**config.mk**
```make
export PLATFORM = sky130hd
export DESIGN_NAME = cart_mem_arbiter
export DESIGN_NICKNAME = d
export VERILOG_FILES = /design/src/rtl/cart_mem_arbiter.sv
export SDC_FILE = /design/constraint.sdc
export NUM_CORES = 1
export LEC_CHECK = 0
export BUFFER_PORTS_ARGS = -buffer_cell sky130_fd_sc_hd__buf_2
export CAP_MARGIN = 20
export CELL_PAD_IN_SITES_DETAIL_PLACEMENT = 0
export CELL_PAD_IN_SITES_GLOBAL_PLACEMENT = 2
export CORE_UTILIZATION = 29
export CTS_BUF_LIST = sky130_fd_sc_hd__clkbuf_8 sky130_fd_sc_hd__clkbuf_16
export CTS_CLUSTER_SIZE = 25
export DETAILED_ROUTE_END_ITERATION = 12
export GPL_TIMING_DRIVEN = 1
export MAX_ROUTING_LAYER = met4
export PLACE_DENSITY_LB_ADDON = 0.1
export SETUP_SLACK_MARGIN = 0.1
export SYNTH_ARGS = -nofsm -noshare
export SYNTH_HDL_FRONTEND = slang
export SYNTH_SLANG_ARGS = --single-unit
```
**constraint.sdc**
```tcl
create_clock -name CLK -period 3.7 [get_ports CLK]
set_input_delay 0.555 -clock CLK [delete_from_list [all_inputs] [get_ports CLK]]
set_output_delay 0.555 -clock CLK [all_outputs]
set_load 0.02 [all_outputs]
```
**src/rtl/cart_mem_arbiter.sv**
```systemverilog
// Cartridge memory arbiter: shares one 16-bit word memory port between
// the A-bus cart engine (port A, fixed priority) and the HPS backup-save
// channel (port B, gated by B_EN, protected by a starvation guard).
// Ports:
//   CLK, RST_N              clock, asynchronous active-low reset
//   B_EN                    port B enable
//   A_A/A_DO/A_WE/A_RD      port A request (level), A_DI/A_RDY response
//   B_A/B_DO/B_WE/B_RD      port B request (level), B_DI/B_RDY response
//   MEM_A/MEM_DO/MEM_WE/MEM_RD  registered memory request
//   MEM_DI/MEM_RDY          memory read data and completion pulse
// One transaction is outstanding at a time.  A one-cycle DONE state
// follows every completion so the finishing requester can drop its
// still-high request before the next arbitration.

module cart_mem_arbiter #(
    parameter int A_BURST_MAX = 4,
    parameter int AW          = 25
) (
    input  logic          CLK,
    input  logic          RST_N,
    input  logic          B_EN,
    input  logic [AW-1:0] A_A,
    input  logic [15:0]   A_DO,
    input  logic [1:0]    A_WE,
    input  logic          A_RD,
    output logic [15:0]   A_DI,
    output logic          A_RDY,
    input  logic [AW-1:0] B_A,
    input  logic [15:0]   B_DO,
    input  logic [1:0]    B_WE,
    input  logic          B_RD,
    output logic [15:0]   B_DI,
    output logic          B_RDY,
    output logic [AW-1:0] MEM_A,
    output logic [15:0]   MEM_DO,
    output logic [1:0]    MEM_WE,
    output logic          MEM_RD,
    input  logic [15:0]   MEM_DI,
    input  logic          MEM_RDY
);

    localparam logic [1:0] IDLE   = 2'd0;
    localparam logic [1:0] BUSY_A = 2'd1;
    localparam logic [1:0] BUSY_B = 2'd2;
    localparam logic [1:0] DONE   = 2'd3;

    localparam int BW = $clog2(A_BURST_MAX + 1);

    logic [1:0]    state_q,  state_d;
    logic [AW-1:0] mem_a_q,  mem_a_d;
    logic [15:0]   mem_do_q, mem_do_d;
    logic [1:0]    mem_we_q, mem_we_d;
    logic          mem_rd_q, mem_rd_d;
    logic [15:0]   a_di_q,   a_di_d;
    logic [15:0]   b_di_q,   b_di_d;
    logic          a_rdy_q,  a_rdy_d;
    logic          b_rdy_q,  b_rdy_d;
    logic [BW-1:0] burst_q,  burst_d;

    logic a_req;
    logic b_pend;
    logic burst_max;
    logic grant_a;
    logic grant_b;

    assign a_req     = A_RD || (A_WE != 2'b00);
    assign b_pend    = B_EN && (B_RD || (B_WE != 2'b00));
    assign burst_max = (burst_q >= BW'(A_BURST_MAX));

    // A wins unless B has waited out a full burst of A grants.
    assign grant_a = a_req && !(b_pend && burst_max);
    assign grant_b = b_pend && (!a_req || burst_max);

    always_comb begin
        state_d  = state_q;
        mem_a_d  = mem_a_q;
        mem_do_d = mem_do_q;
        mem_we_d = mem_we_q;
        mem_rd_d = mem_rd_q;
        a_di_d   = a_di_q;
        b_di_d   = b_di_q;
        a_rdy_d  = 1'b0;
        b_rdy_d  = 1'b0;
        // The guard only counts while B is actually waiting.
        burst_d  = b_pend ? burst_q : '0;

        case (state_q)
            IDLE: begin
                if (grant_a) begin
                    mem_a_d  = A_A;
                    mem_do_d = A_DO;
                    mem_we_d = A_WE;
                    mem_rd_d = A_RD && (A_WE == 2'b00);
                    state_d  = BUSY_A;
                    if (b_pend && !burst_max) begin
                        burst_d = burst_q + BW'(1);
                    end
                end else if (grant_b) begin
                    mem_a_d  = B_A;
                    mem_do_d = B_DO;
                    mem_we_d = B_WE;
                    mem_rd_d = B_RD && (B_WE == 2'b00);
                    state_d  = BUSY_B;
                    burst_d  = '0;
                end
            end
            BUSY_A: begin
                if (MEM_RDY) begin
                    if (mem_rd_q) begin
                        a_di_d = MEM_DI;
                    end
                    a_rdy_d  = 1'b1;
                    mem_rd_d = 1'b0;
                    mem_we_d = 2'b00;
                    state_d  = DONE;
                end
            end
            BUSY_B: begin
                if (MEM_RDY) begin
                    if (mem_rd_q) begin
                        b_di_d = MEM_DI;
                    end
                    b_rdy_d  = 1'b1;
                    mem_rd_d = 1'b0;
                    mem_we_d = 2'b00;
                    state_d  = DONE;
                end
            end
            DONE: begin
                state_d = IDLE;
            end
            default: begin
                state_d = IDLE;
            end
        endcase
    end

    always_ff @(posedge CLK or negedge RST_N) begin
        if (!RST_N) begin
            state_q  <= IDLE;
            mem_a_q  <= '0;
            mem_do_q <= '0;
            mem_we_q <= '0;
            mem_rd_q <= 1'b0;
            a_di_q   <= '0;
            b_di_q   <= '0;
            a_rdy_q  <= 1'b0;
            b_rdy_q  <= 1'b0;
            burst_q  <= '0;
        end else begin
            state_q  <= state_d;
            mem_a_q  <= mem_a_d;
            mem_do_q <= mem_do_d;
            mem_we_q <= mem_we_d;
            mem_rd_q <= mem_rd_d;
            a_di_q   <= a_di_d;
            b_di_q   <= b_di_d;
            a_rdy_q  <= a_rdy_d;
            b_rdy_q  <= b_rdy_d;
            burst_q  <= burst_d;
        end
    end

    assign MEM_A  = mem_a_q;
    assign MEM_DO = mem_do_q;
    assign MEM_WE = mem_we_q;
    assign MEM_RD = mem_rd_q;
    assign A_DI   = a_di_q;
    assign B_DI   = b_di_q;
    assign A_RDY  = a_rdy_q;
    assign B_RDY  = b_rdy_q;

endmodule

```
Word-level counts from Yosys, hierarchy flattened
Cells that the tools add are included.
{ "word_totals": {"regBits": 83, "in_bits": 108, "out_inout_bits": 78} }
{ "classes": {"addsub": 1, "n_lt_le_gt_ge": 1, "n_eq_ne": 5, "n_mux": 24, "n_reduce_logical": 26} }
{ "op_table": {"columns": ["operator", "count"], "rows": [
  ["$mux W25", 2],
  ["$mux W16", 2],
  ["$mux W3", 5],
  ["$mux W2", 6],
  ["$reduce_and A3 Y1", 3],
  ["$reduce_bool A2 Y1", 4],
  ["$logic_and A1 B1 Y1", 7],
  ["$logic_not A2 Y1", 3],
  ["$mux W1", 6],
  ["$pmux W2 S3", 1],
  ["$eq A2 B2 Y1 const B", 2],
  ["$pmux W2 S2", 1],
  ["$reduce_and A2 Y1", 2],
  ["$add A3 B1 Y3 const B", 1],
  ["$ge A3 B3 Y1 const B", 1],
  ["$logic_not A1 Y1", 3],
  ["$logic_or A1 B1 Y1", 3],
  ["$ne A3 B3 Y1 const B", 1],
  ["$eq A2 B1 Y1 const B", 1],
  ["$ne A2 B1 Y1 const B", 1],
  ["$pmux W1 S2", 1],
  ["$reduce_or A2 Y1", 1]
]} }

Depth between registers and ports, before layout
{ "depth": {"ltp_word": 8, "mapped_depth": 8, "ltp_nobuf": 6} }

Worst setup path after synthesis
OpenSTA, ideal clock, no wires.
{ "synth_timing": {"kind": "flip-flop to flip-flop", "from": "register state_q[0]", "to": "register b_di_q[0], in the netlist B_DI[0]", "setup_time_ns": 0.125, "arrival_ns": 1.510, "required_time_ns": 3.575, "slack_ns": 2.066, "path_stages_with_launch": 7, "n_path_buf": 1, "synth_period_minus_slack_ns": 1.634, "cell_sequence": "dfrtp_1 -> inv_1 -> ha_1 -> and2_1 -> nand2_1 -> buf_2 -> mux2_2"} }
{ "synth_via": {"elab_chain_len": 2} }
{ "synth_lines": {"columns": ["element", "line_no", "rtl"], "rows": [
  ["from (decl)", "49", "logic [1:0] state_q, state_d;"],
  ["from (signal assigned)", "151", "state_q <= state_d;"],
  ["$eq A2 B2 Y1", "87", "case (state_q)"],
  ["$reduce_and A3 Y1 (no line)", null, null],
  ["to (signal assigned)", "157", "b_di_q <= b_di_d;"],
  ["to (decl)", "55", "logic [15:0] b_di_q, b_di_d;"]
]} }
No other way between the ends.
A chain may end at the register's enable or synchronous reset.

Worst setup path after layout
{ "layout_timing": {"from": "input A_RD", "to": "register mem_a_q[6], in the netlist MEM_A[6]"} }
{ "layout_via": {"elab_chain_len": 6, "elab_cells_between_ends": 8, "cone_classes": "1 x mux; 7 x reduce/logical"} }
{ "layout_lines": {"columns": ["element", "line_no", "rtl"], "rows": [
  ["from (decl)", "25", "input logic A_RD,"],
  ["$logic_or A1 B1 Y1 *", "66", "assign a_req = A_RD || (A_WE != 2'b00);"],
  ["$logic_not A1 Y1", "72", "assign grant_b = b_pend && (!a_req || burst_max);"],
  ["$logic_or A1 B1 Y1", "72", null],
  ["$logic_and A1 B1 Y1", "72", null],
  ["$reduce_bool A2 Y1 (no line)", null, null],
  ["$reduce_and A2 Y1 (no line)", null, null],
  ["to (signal assigned)", "152", "mem_a_q <= mem_a_d;"],
  ["to (decl)", "50", "logic [AW-1:0] mem_a_q, mem_a_d;"]
]} }
Mark *: on every way between the ends. The rest lies on a longest branch, timed or not.

==> impl_metrics.py <==
metrics = {
    "clock_network": {
        "cts_tree": "done",
        "post_cts_buffers": 0,
        "clockBufferDepth": 2,
        "clk_latency_ps": 330,
        "clock-sinks": 83,
        "cts_root_buf": "clkbuf_16",
        "cts.clk_slew.worst_paths_ps": 60,
        "numCtsBuffers": 9,
        "cts_max_level": 3,
        "hold_buffers": 0,
        "cts.repair.resized": 0,
    },
    "critical_path": {
        "r2r_end": "MEM_A[6]",
        "ff2ff_path_depth": 6,
        "crit_family": "compound AO/OA/AOI/OAI gates",
        "r2r_start": "state_q[0]",
        "end_kind": "register",
        "crit_required_ps": 3900,
        "start_kind": "input port",
        "arrival_ps": 2180,
        "cp_cell_sequence": "buf_2 -> nor3_1 -> a21o_2 -> buf_4 -> o21ai_1",
        "critical_path_class": "input port to register",
        "reg2reg_slack_ps": 1740,
        "crit_path_top_delay_cell": "a21o_2",
        "cp_num_buf_inv": 2,
        "crit_fanout": 44,
        "slowest_delay_ps": 490,
    },
    "timing": {
        "setup_viol": 0,
        "rsz0062_at_grt": "no",
        "maxSlewViolCount": 0,
        "fin_setup_tns_ps": 0,
        "worst_pin_slew_ps": 776,
        "skew_ps": 4.01,
        "fmax_mhz": 506,
        "post-route-min-period_ps": 1980,
        "finalHoldViolCount": 0,
        "slew_headroom": 0.481,
        "period_share": 0.534,
        "whs_ps": 214,
    },
    "drt": {
        "postRouteWirelength_um": 9010,
        "drt_iter0_drc": 97,
        "vias_per_cell": 4.41,
        "wl_per_cell_um": 13.6,
        "vias": 2930,
        "drt_pre_antenna_iters": 6,
        "drc": 0,
        "drtAntennaViolNets": 0,
    },
    "final_layout": {
        "multi_input_area_um2": 1510,
        "diodes": 0,
        "stdcell_count": 664,
        "final.fill_count": 1236,
        "drive_gt1_frac": 0.478,
        "finalNetCount": 607,
        "syn2layout_area_growth_pct": 35.3,
        "ff_latch_area_um2": 2080,
    },
    "synth": {
        "netlist.area_leader.share": 0.559,
        "syn_area_per_cell_um2": 12.0,
        "synthFlopType": "dfrtp_1",
        "ys_ff_latch": 83,
        "synth_top_family_by_area": "multiplexers",
        "synth_common_cells": "83 x dfrtp_1, 49 x nand2_1, 41 x mux2i_1, 41 x o21ai_1, 32 x mux2_2",
        "yosys.area_share.simple": 0.0757,
        "synth-edff-count": 0,
        "netlist_instances": 310,
        "syn-num-nets": 424,
        "yosysWarningCount": 0,
        "yosys.area_share.adder": 0.0202,
        "muxShareOfSynthArea": 0.207,
        "synth_compound_area_frac": 0.101,
        "ys_async_sr_fraction": 1.00,
        "synth_top_cell_by_area": "dfrtp_1",
        "yosys.area_share.xor_xnor": 0,
        "synthMostInstantiatedCell": "dfrtp_1",
        "yosysSeqAreaShare": 0.559,
        "synth_area_um2": 3720,
        "ys_types": 29,
        "synth_area_leaders": "dfrtp_1 56%, mux2i_1 11%, mux2_2 9.7%",
    },
    "placed_design": {
        "routabilityCongestion": 0.703,
        "portBuffers": 185,
        "dp.cells": 649,
        "place_hpwl_um": 6700,
    },
    "power": {
        "ir_drop_mv": 0.202,
        "static-leakage-power_nw": 2.61,
        "power_density_nw_per_um2": 794,
    },
    "global_routing": {
        "grt_usage": 0.143,
        "antenna_found_initial": 0,
        "grt_pass1_wl_um": 13700,
        "grt_max_degree": 84,
        "first_global_vias": 2669,
        "grt_overflow": 0,
    },
    "min_path": {
        "hp-class": "input port to asynchronous set/reset pin",
    },
    "floorplanning": {
        "die_w_um": 115,
        "pin_count": 186,
        "fp.dieArea_um2": 13300,
        "core_um2": 12300,
        "start_util": 0.303,
        "rows": 40,
        "fp.dieH_um": 115,
    },
    "outcome": {
        "status": "complete, no violations",
    },
    "flow_run": {
        "cap_violations": 0,
    },
}
-- sequential cells by signal, summed over array words and instances, names as in the netlist --
signal and cells:
MEM_DO 16, B_DI 16, B_RDY 1, MEM_A 25, state_q 2, MEM_WE 2, MEM_RD 1, A_RDY 1
A_DI 16, burst_q 3
-- worst max-delay path by stage --
stage | from | end | cells after the start
3_5_place_dp | A_RD | MEM_A[5] | 5
6_report | A_RD | MEM_A[6] | 5
4_1_cts | A_RD | MEM_A[12] | 5
3_3_place_gp | A_RD | MEM_A[5] | 5
5_1_grt | A_RD | MEM_DO[12] | 6
2_1_floorplan | state_q[0] | B_DI[0] | 6
-- cells in the final DEF, fill, tap and decap left out, types with 2 or more instances in the layout --
master / count
nor3_1: 2
nand3_1: 3
clkinv_2: 2
o211ai_1: 2
buf_2: 184
ha_1: 6
buf_4: 3
a22o_1: 5
o21ai_1: 41
and2_1: 2
mux2_2: 32
dfrtp_1: 83
nor2_1: 5
inv_1: 7
nand2_1: 49
clkbuf_16: 9
a21oi_1: 7
mux2i_1: 41
-- cells by family after synthesis --
group	count (synthesis)
AOI/OAI and AO/OA	61
adders and majority gates	6
buffers and inverters	21
DFF	83
muxes	73
and+or+nand+nor	66
-- routing by layer --
metal / track usage / part of all wire / routed length, um / vias to the layer above
li1: - / - / - / 1453
met1: 0.171 / 0.44 / 3990 / 1350
met2: 0.220 / 0.47 / 4200 / 114
met3: 0.0385 / 0.070 / 629 / 13
met4: 0.0736 / 0.021 / 193 / 0
met5: - / 0 / 0 / -
-- metrics by stage --
stage | worst slack [ps] | utilization | total power [mW] | area (um2)
floorplan | 2070 | - | 2.66 | 3720
detailed placement | 1330 | 0.388 | 3.27 | 4750
finish | 1720 | 0.410 | 3.99 | 5030
global placement | 1390 | 0.388 | 3.24 | 4750
CTS | 1690 | 0.408 | 4.06 | 5000
global route | 1470 | 0.410 | 4.29 | 5030
-- power by group --
part / total (mW) / internal, mW / switching (mW)
Clock: 0.779 / 0.439 / 0.340
Combinational: 1.72 / 0.634 / 1.08
Sequential: 1.50 / 1.31 / 0.188
-- layout make-up --
type / count / area share
clock inverter: 5 / 0.00497
tap: 168 / 0.0418
timing repair buffer: 188 / 0.193
inverter: 5 / 0.00373
clock buffer: 9 / 0.0448
multi-input combinational: 206 / 0.299
sequential: 83 / 0.413
Power figures use the tool's default switching activity.
